==> src/rtl/dmem_mmio_responder_if.sv <==
// Data-memory port bundle between the core (master) and the MMIO responder (slave).
// The registered read path (DOUT, HIT_Q) lets the bench mux responder data over SRAM data.
interface dmem_mmio_responder_if;
    logic        D_MEM_CSN;
    logic        D_MEM_WEN;
    logic [3:0]  D_MEM_BE;
    logic [31:0] D_MEM_ADDR;
    logic [31:0] D_MEM_DI;
    logic [31:0] D_MEM_DOUT;
    logic        HIT_Q;

    modport master (
        output D_MEM_CSN, D_MEM_WEN, D_MEM_BE, D_MEM_ADDR, D_MEM_DI,
        input  D_MEM_DOUT, HIT_Q
    );

    modport slave (
        input  D_MEM_CSN, D_MEM_WEN, D_MEM_BE, D_MEM_ADDR, D_MEM_DI,
        output D_MEM_DOUT, HIT_Q
    );
endinterface

==> src/rtl/dmem_mmio_responder.sv <==
// MMIO responder on the D-memory port: 16-byte window with a console TX FIFO,
// status register, free-running cycle counter and a sticky halt register.
module dmem_mmio_responder #(
    parameter logic [11:0] BASE_ADDR    = 12'hFF0,
    parameter int          FIFO_DEPTH   = 8,
    parameter int          DRAIN_CYCLES = 4
) (
    input  logic                   CLK,
    input  logic                   RSTn,
    dmem_mmio_responder_if.slave   bus,
    output logic                   TX_VALID,
    output logic [7:0]             TX_BYTE,
    output logic                   HALT,
    output logic [31:0]            HALT_CODE
);

    localparam int PW = (FIFO_DEPTH > 1) ? $clog2(FIFO_DEPTH) : 1;
    localparam int CW = $clog2(FIFO_DEPTH) + 1;
    localparam int DW = (DRAIN_CYCLES > 1) ? $clog2(DRAIN_CYCLES) : 1;
    localparam logic [DW-1:0] DLAST = DW'(DRAIN_CYCLES - 1);
    localparam logic [CW-1:0] DEPTH = CW'(FIFO_DEPTH);

    localparam logic [1:0] SEL_TX    = 2'd0;
    localparam logic [1:0] SEL_STAT  = 2'd1;
    localparam logic [1:0] SEL_CYCLE = 2'd2;
    localparam logic [1:0] SEL_HALT  = 2'd3;

    typedef struct packed {
        logic        rd;
        logic        wr;
        logic [1:0]  sel;
        logic [3:0]  be;
        logic [31:0] di;
    } req_t;

    req_t        req;
    logic        hit;
    logic        push_req;
    logic        push_ok;
    logic        pop;
    logic        ovf_set;
    logic [31:0] status;
    logic [31:0] rdata;

    logic [7:0]    mem [FIFO_DEPTH];
    logic [PW-1:0] wptr, rptr;
    logic [CW-1:0] count;
    logic [DW-1:0] dcnt;
    logic          ovf;
    logic [31:0]   cycle;
    logic [31:0]   dout;
    logic          hit_q;

    // Only ADDR[11:2] take part in decode; the rest is deliberately ignored.
    logic unused_addr_bits;
    assign unused_addr_bits = ^{bus.D_MEM_ADDR[31:12], bus.D_MEM_ADDR[1:0]};

    always_comb begin
        hit     = !bus.D_MEM_CSN && (bus.D_MEM_ADDR[11:4] == BASE_ADDR[11:4]);
        req.rd  = hit && bus.D_MEM_WEN;
        req.wr  = hit && !bus.D_MEM_WEN;
        req.sel = bus.D_MEM_ADDR[3:2];
        req.be  = bus.D_MEM_BE;
        req.di  = bus.D_MEM_DI;
    end

    // A pop in the same cycle frees a slot, so a push into a full FIFO still lands.
    always_comb begin
        pop      = (count != '0) && (dcnt == DLAST);
        push_req = req.wr && (req.sel == SEL_TX) && req.be[0];
        push_ok  = push_req && ((count < DEPTH) || pop);
        ovf_set  = push_req && !push_ok;
        status   = {16'b0, 7'b0, ovf, 8'(count)};
        rdata    = 32'b0;
        case (req.sel)
            SEL_STAT:  rdata = status;
            SEL_CYCLE: rdata = cycle;
            SEL_HALT:  rdata = HALT_CODE;
            default:   rdata = 32'b0;
        endcase
    end

    always_ff @(posedge CLK) begin
        if (push_ok) mem[wptr] <= req.di[7:0];
    end

    always_ff @(posedge CLK or negedge RSTn) begin
        if (!RSTn) begin
            wptr     <= '0;
            rptr     <= '0;
            count    <= '0;
            dcnt     <= '0;
            ovf      <= 1'b0;
            TX_VALID <= 1'b0;
            TX_BYTE  <= 8'h00;
        end else begin
            if (push_ok) wptr <= wptr + 1'b1;
            if (pop)     rptr <= rptr + 1'b1;
            case ({push_ok, pop})
                2'b10:   count <= count + 1'b1;
                2'b01:   count <= count - 1'b1;
                default: count <= count;
            endcase
            if (count == '0 || dcnt == DLAST) dcnt <= '0;
            else                              dcnt <= dcnt + 1'b1;
            if (ovf_set) ovf <= 1'b1;
            TX_VALID <= pop;
            if (pop) TX_BYTE <= mem[rptr];
        end
    end

    always_ff @(posedge CLK or negedge RSTn) begin
        if (!RSTn) begin
            cycle     <= 32'b0;
            HALT      <= 1'b0;
            HALT_CODE <= 32'b0;
            dout      <= 32'b0;
            hit_q     <= 1'b0;
        end else begin
            if (req.wr && req.sel == SEL_CYCLE && req.be == 4'b1111) cycle <= req.di;
            else                                                     cycle <= cycle + 32'd1;
            if (req.wr && req.sel == SEL_HALT && req.be != 4'b0000 && !HALT) begin
                HALT      <= 1'b1;
                HALT_CODE <= req.di;
            end
            if (req.rd) dout <= rdata;
            hit_q <= hit;
        end
    end

    assign bus.D_MEM_DOUT = dout;
    assign bus.HIT_Q      = hit_q;

endmodule

==> src/flat_wrapper.sv <==
// flat-port wrapper written by rule: the top's interface ports become plain ports
module dmem_mmio_responder_flat 
#(
    parameter logic [11:0] BASE_ADDR    = 12'hFF0,
    parameter int          FIFO_DEPTH   = 8,
    parameter int          DRAIN_CYCLES = 4
)
  (CLK, RSTn, TX_VALID, TX_BYTE, HALT, HALT_CODE, bus_D_MEM_CSN, bus_D_MEM_WEN, bus_D_MEM_BE, bus_D_MEM_ADDR, bus_D_MEM_DI, bus_D_MEM_DOUT, bus_HIT_Q);
  dmem_mmio_responder_if bus_i ();
  input  logic CLK;
  input  logic RSTn;
  output logic TX_VALID;
  output logic [7:0] TX_BYTE;
  output logic HALT;
  output logic [31:0] HALT_CODE;
  input wire logic [$bits(bus_i.D_MEM_CSN)-1:0] bus_D_MEM_CSN;
  input wire logic [$bits(bus_i.D_MEM_WEN)-1:0] bus_D_MEM_WEN;
  input wire logic [$bits(bus_i.D_MEM_BE)-1:0] bus_D_MEM_BE;
  input wire logic [$bits(bus_i.D_MEM_ADDR)-1:0] bus_D_MEM_ADDR;
  input wire logic [$bits(bus_i.D_MEM_DI)-1:0] bus_D_MEM_DI;
  output wire logic [$bits(bus_i.D_MEM_DOUT)-1:0] bus_D_MEM_DOUT;
  output wire logic [$bits(bus_i.HIT_Q)-1:0] bus_HIT_Q;
  assign bus_i.D_MEM_CSN = bus_D_MEM_CSN;
  assign bus_i.D_MEM_WEN = bus_D_MEM_WEN;
  assign bus_i.D_MEM_BE = bus_D_MEM_BE;
  assign bus_i.D_MEM_ADDR = bus_D_MEM_ADDR;
  assign bus_i.D_MEM_DI = bus_D_MEM_DI;
  assign bus_D_MEM_DOUT = bus_i.D_MEM_DOUT;
  assign bus_HIT_Q = bus_i.HIT_Q;
  dmem_mmio_responder #(.BASE_ADDR(BASE_ADDR), .FIFO_DEPTH(FIFO_DEPTH), .DRAIN_CYCLES(DRAIN_CYCLES)) u_core (.CLK(CLK), .RSTn(RSTn), .bus(bus_i), .TX_VALID(TX_VALID), .TX_BYTE(TX_BYTE), .HALT(HALT), .HALT_CODE(HALT_CODE));
endmodule
==> config.mk <==
export PLATFORM = sky130hd
export DESIGN_NAME = dmem_mmio_responder_flat
export DESIGN_NICKNAME = d
export VERILOG_FILES = /design/src/rtl/dmem_mmio_responder_if.sv /design/src/rtl/dmem_mmio_responder.sv /design/src/flat_wrapper.sv
export SDC_FILE = /design/constraint.sdc
export NUM_CORES = 1
export LEC_CHECK = 0
export CELL_PAD_IN_SITES_DETAIL_PLACEMENT = 1
export CELL_PAD_IN_SITES_GLOBAL_PLACEMENT = 1
export CORE_UTILIZATION = 46
export CTS_CLUSTER_SIZE = 30
export DETAILED_ROUTE_END_ITERATION = 8
export GPL_TIMING_DRIVEN = 1
export PLACE_DENSITY = 0.92
export SLEW_MARGIN = 20
export SYNTH_ARGS = -nofsm -noshare
export SYNTH_HDL_FRONTEND = slang
export SYNTH_SLANG_ARGS = --single-unit
export TNS_END_PERCENT = 10
==> constraint.sdc <==
create_clock -name CLK -period 7.3 [get_ports CLK]
set_input_delay 1.46 -clock CLK [delete_from_list [all_inputs] [get_ports CLK]]
set_output_delay 1.46 -clock CLK [all_outputs]
set_load 0.05 [all_outputs]
# Yosys cells after proc, flatten, opt, wreduce, memory -nomap -nowiden
# Memories as Yosys holds them, arrays and structs flattened. A register that Yosys moved wholly into a read port is not among the register bits.
# Index checks and enable logic that the tools add are counted.
[classes]
reduce_logical = 25
n_lt_le_gt_ge = 1
eq_ne = 8
addsub = 6
muxes = 6
[ops]
columns = ["operator", "count"]
rows = [
  ["$pmux W32 S3", 1],
  ["$add A32 B1 Y32 const B", 1],
  ["$mux W32", 1],
  ["$logic_and A1 B1 Y1", 13],
  ["$eq A2 B2 Y1 const B", 4],
  ["$eq A8 B8 Y1 const B", 1],
  ["$pmux W4 S2", 1],
  ["$reduce_bool A4 Y1", 2],
  ["$add A3 B1 Y3 const B", 2],
  ["$logic_not A1 Y1", 5],
  ["$add A4 B1 Y4 const B", 1],
  ["$eq A2 B1 Y1 const B", 2],
  ["$eq A4 B4 Y1 const B", 1],
  ["$logic_not A4 Y1", 1],
  ["$lt A4 B4 Y1 const B", 1],
  ["$sub A4 B1 Y4 const B", 1],
  ["$add A2 B1 Y2 const B", 1],
  ["$logic_not A2 Y1", 1],
  ["$logic_or A1 B1 Y1", 2],
  ["$mux W1", 2],
  ["$mux W2", 1],
  ["$reduce_bool A2 Y1", 1],
]
[totals]
n_memories = 1
input_bits = 72
wordCells = 58
out_inout_bits = 75
mem_bits_rw = 64
reg_bits = 112
[memory_table]
columns = ["name", "depth", "width", "read_ports", "rd_clocked_by_memory_dff", "write_ports", "line_no", "rtl"]
rows = [
  ["u_core.mem", 8, 8, 1, 1, 1, "dmem_mmio_responder.sv:45", "logic [7:0] mem [FIFO_DEPTH];"],
]

# Logic depth before layout (Yosys ltp)
[logic_depth]
word_depth = 8
ltp_mapped = 12
mapped_depth_nobuf = 10

# Worst setup path after synthesis
# Ideal clock, no wire load.
[synth_timing]
kind = "input -> register"
from = "input bus_D_MEM_CSN"
to = "memory u_core.mem[1][0], enable pin"
cell_stages = 6
path_buffers = 2
setup_slack_ns = 3.693
t_required_ns = 6.902
arrival_time_ns = 3.209
setup_ns = 0.398
path_cell_list = "and4b_1 -> and4_1 -> buf_4 -> nand4bb_1 -> buf_2 -> nor4b_1"
[synth_via]
elab_chain_len = 8
[synth_lines]
columns = ["element", "line_no", "rtl"]
rows = [
  ["from (decl)", "flat_wrapper.sv:16", "input wire logic [$bits(bus_i.D_MEM_CSN)-1:0] bus_D_MEM_CSN;"],
  ["$logic_not A1 Y1", "dmem_mmio_responder.sv:59", "hit = !bus.D_MEM_CSN && (bus.D_MEM_ADDR[11:4] == BASE_ADDR[11:4]);"],
  ["$logic_and A1 B1 Y1", "dmem_mmio_responder.sv:59", ""],
  ["named net u_core.hit", "dmem_mmio_responder.sv:37", "logic hit;"],
  ["$logic_and A1 B1 Y1", "dmem_mmio_responder.sv:61", "req.wr = hit && !bus.D_MEM_WEN;"],
  ["$logic_and A1 B1 Y1 (2 in series)", "dmem_mmio_responder.sv:70", "push_req = req.wr && (req.sel == SEL_TX) && req.be[0];"],
  ["$logic_and A1 B1 Y1", "dmem_mmio_responder.sv:71", "push_ok = push_req && ((count < DEPTH) || pop);"],
  ["$mux W1", "dmem_mmio_responder.sv:84", "if (push_ok) mem[wptr] <= req.di[7:0];"],
  ["$mux W1 (implied by the code)", "dmem_mmio_responder.sv:84", ""],
  ["to (decl)", "dmem_mmio_responder.sv:45", ""],
]
# The timed path passes the listed nets, and every way through them passes these cells.

# Worst setup path after layout
[layout_timing]
from = "input bus_D_MEM_ADDR[9]"
to = "register u_core.count[2]"
[layout_via]
elab_chain_len = 8
elab_cells_between_ends = 10
classes_between = "3 x eq/ne; 1 x mux; 6 x reduce/logical"
[layout_lines]
columns = ["element", "line_no", "rtl"]
rows = [
  ["from (decl)", "flat_wrapper.sv:19", "input wire logic [$bits(bus_i.D_MEM_ADDR)-1:0] bus_D_MEM_ADDR;"],
  ["$eq A8 B8 Y1 (*)", "dmem_mmio_responder.sv:59", ""],
  ["$logic_and A1 B1 Y1 (*)", "dmem_mmio_responder.sv:59", ""],
  ["$logic_and A1 B1 Y1 (*)", "dmem_mmio_responder.sv:61", ""],
  ["$logic_and A1 B1 Y1 (*) (2 in series)", "dmem_mmio_responder.sv:70", ""],
  ["$logic_and A1 B1 Y1 (*)", "dmem_mmio_responder.sv:71", ""],
  ["$eq A2 B1 Y1 or $eq A2 B2 Y1 (tied branches)", "dmem_mmio_responder.sv:99", "case ({push_ok, pop})"],
  ["$pmux W4 S2 or $reduce_bool A2 Y1 (tied branches)", "n/a", ""],
  ["to (signal assigned)", "dmem_mmio_responder.sv:100", "2'b10: count <= count + 1'b1;"],
  ["to (signal assigned)", "dmem_mmio_responder.sv:101", "2'b01: count <= count - 1'b1;"],
  ["to (signal assigned)", "dmem_mmio_responder.sv:102", "default: count <= count;"],
  ["to (decl)", "dmem_mmio_responder.sv:47", "logic [CW-1:0] count;"],
]
# Mark *: on every way between the ends. The rest lies on a longest branch, timed or not.
# A chain may end at the register's enable or synchronous reset.

==> qor.yml <==
place:
  postPlaceCellArea_um2: 9480
  gp_congestion: 0.798
  post-place-ws_ps: 2430
  io_buffers: 124
  dp_hpwl_um: 14100
worst_setup_path:
  crit_path_max_incr_delay_ps: 530
  ff2ff_setup_slack_ps: 3940
  critPathArrivalTime_ps: 4540
  path_class: "input pin to flip-flop"
  critical_path.max_fanout: 10
  worstSetupStartpointType: "input pin"
  end_kind: "flip-flop"
  critPathMostFrequentCell: "xor2_1"
  cp_slowest_cell: "nand4bb_1"
  critical_path_required_ps: 7610
  crit_chain: "clkdlybuf4s50_1 > and4b_1 > and4_1 > nand4bb_1 > ha_1 > xor2_1 > ha_1 > a21oi_1 > xor2_1 > nor2_1 > xor2_1"
power:
  p_total_w: 0.00214
  ir_drop_mv: 0.169
  power.leakage_nw: 4.15
  pwr_density_cell_nw_per_um2: 212
logic_synthesis:
  syn_area_um2: 8050
  synth_seq_cells: 184
  synth-edff-count: 64
  ys_types: 45
  seq_area_frac_synth_pct: 61.2
  syn-instance-count: 611
  synthArstFlopShare_pct: 65.2
  netlist.top_cell.by_area: "dfrtp_1"
  ys_warn_count: 0
  ys_top_cells_by_area: "dfrtp_1 (37%), edfxtp_1 (24%), mux2i_1 (5.0%)"
  syn-num-nets: 690
  synth_top_cell_area_share_pct: 37.3
  synth_top_flop_cell: "dfrtp_1"
  avgSynthCellArea_um2: 13.2
clocking:
  clkSlewWorstSetupHoldPaths_ps: 70
  cts-root-buf: "clkbuf_16"
  cts_buffers: 17
  cts_tree: "done"
  hold_buffers: 0
  postCtsSetupRepairBufs: 0
  cts_buffer_depth: 2
  clk_latency_ps: 430
  post_cts_resized: 0
  clock-sinks: 184
  cts_max_level: 4
timing:
  setup_tns_ps: 0
  finalSetupViolCount: 0
  finalCritPeriodShare_pct: 58.0
  worstMarginPinSlew_ps: 972
  fin_crit_ps: 4230
  rsz0062_at_grt: "no"
  hold_viol: 0
  slew_viol_final: 0
  max_freq_ghz: 0.236
  setup_slack_ps: 3070
  clock-skew-final_ps: 8.71
  slew_headroom_pct: 35.2
layout:
  fin_nets: 806
  area_growth_pct: 25.1
  design_area_um2: 10100
  drive_gt1_share_pct: 12.3
  nFillCells: 1726
  utilization_pct: 58.6
  diodes: 0
floorplanning:
  die_y_um: 134
  row_count: 48
  start_util_pct: 46.9
  io_pins: 147
  fp.dieW_um: 134
  die-area_um2: 18000
  core_area_um2: 17200
grt:
  grt_overflow: 0
  grt.total_usage_pct: 25.2
  grt_pass1_wl_um: 34100
  grt_pass1_vias: 6110
  grt_antenna_before_repair: 0
  grt_max_degree: 81
worst_hold_path:
  hp-class: "flip-flop to flip-flop"
route:
  drcViolationCount: 0
  drt-initial-drc-count: 327
  viasPerCell: 5.68
  routedWlPerCell_um: 22.3
  ant_nets: 0
  route.vias.total: 5483
  drt-total-wl_um: 21500
  dr.pass1.iters: 4
run_status:
  status: "finished clean"
run:
  maxCapViolCount: 0
## registers in the layout, indices dropped and copies added, names as in the netlist
register	count
u_core.HALT	1
u_core.bus.HIT_Q	1
u_core.bus.D_MEM_DOUT	32
u_core.TX_BYTE	8
u_core.mem	64
u_core.dcnt	2
u_core.HALT_CODE	32
u_core.count	4
u_core.wptr	3
u_core.TX_VALID	1
u_core.cycle	32
u_core.rptr	3
u_core.ovf	1
## placed cells by master (no fill, tap or decap), drive strengths merged, types with 2 or more instances in the layout
master	n
and4	3
nor3b	4
mux2	35
nand3	15
nand2	52
xor2	24
nor3	7
edfxtp	64
mux2i	40
buf	8
nor2b	5
ha	7
nand2b	2
mux4	16
o31ai	27
o21ai	13
nor4b	3
nor4	6
clkdlybuf4s50	122
nand4	15
bufinv	3
clkbuf	22
dfrtp	120
nor2	45
a21oi	38
and3	6
inv	7
clkinv	6
xnor2	15
## cells by family after synthesis
kind of cell,synth area share (%)
simple gates,11.1
flops,61.2
xor+xnor,4.24
mux,14.3
fa+ha+maj,1.09
buf+inv,2.07
compound gates,6.02
## worst max-delay path: cells and delay by family
family	cells	cell delay [ps]
adder cells (fa/ha/maj)	2	690
XOR/XNOR	3	530
buffers and inverters	1	460
AND/OR/NAND/NOR	4	1200
AO/OA/AOI/OAI	1	180
## worst paths after layout
| kind | depth (start not counted) | startpoint | endpoint |
|---|---|---|---|
| hold reg to reg | 1 | u_core.dcnt[0]$_DFF_PN0_ | u_core.dcnt[0]$_DFF_PN0_ |
| min in group asynchronous | 1 | RSTn | u_core.TX_BYTE[0]$_DFFE_PN0P_ |
| hold / removal | 1 | u_core.dcnt[0]$_DFF_PN0_ | u_core.dcnt[0]$_DFF_PN0_ |
| setup / recovery | 11 | bus_D_MEM_ADDR[9] | u_core.count[2]$_DFFE_PN0P_ |
| setup reg to reg | 10 | u_core.count[2]$_DFFE_PN0P_ | u_core.count[2]$_DFFE_PN0P_ |
| max in group asynchronous | 2 | RSTn | u_core.HALT_CODE[0]$_DFFE_PN0P_ |
## stage by stage
| stage | hold WS, ps | std cells |
|---|---|---|
| 6_report | 473 | 965 |
| 5_1_grt | 495 | 965 |
| 4_1_cts | 482 | 965 |
| 3_5_place_dp | 469 | 933 |
| 3_3_place_gp | 427 | 933 |
| 2_1_floorplan | 415 | 611 |
## cell type report
type | count | area (µm²) | area share (%)
Multi-Input combinational cell | 387 | 2980 | 29.5
Inverter | 7 | 26.3 | 0.261
Sequential cell | 184 | 4930 | 48.9
Timing Repair Buffer | 130 | 1280 | 12.7
Clock inverter | 10 | 126 | 1.25
Tap cell | 225 | 282 | 2.80
Clock buffer | 22 | 454 | 4.51
## where the power goes
part / internal, W / leakage [nW] / switching [W] / total (W)
sequential: 0.00108 / 2.23 / 0.0000190 / 0.00110
combinational: 0.0000474 / 1.64 / 0.0000625 / 0.000110
clock: 0.000544 / 0.285 / 0.000382 / 0.000925
total: 0.00167 / 4.15 / 0.000463 / 0.00214
## synth_stat cells (2+ instances only)
cell type and n:
a21oi_1 38, and3_1 5, and4_1 3, buf_1 3, buf_2 10, clkbuf_1 19
dfrtp_1 120, edfxtp_1 64, ha_1 7, inv_1 6, mux2_1 10, mux2_2 25
mux2i_1 40, mux4_2 16, nand2_1 52, nand2b_1 2, nand3_1 14, nand4_1 14
nor2_1 45, nor2b_1 5, nor3_1 6, nor3b_2 3, nor4_1 4, nor4_4 2
nor4b_1 3, o21ai_0 13, o31ai_1 27, xnor2_1 15, xor2_1 24
## metal layers
layer | GRT usage, % | wire length (µm) | vias to the layer above
met4 | 9.36 | 502 | 0
met1 | 29.1 | 8370 | 2830
met2 | 46.3 | 11800 | 155
li1 | - | - | 2461
met5 | 0 | 0 | -
met3 | 4.61 | 857 | 37
Note: power is estimated with default switching activity, not from simulation.
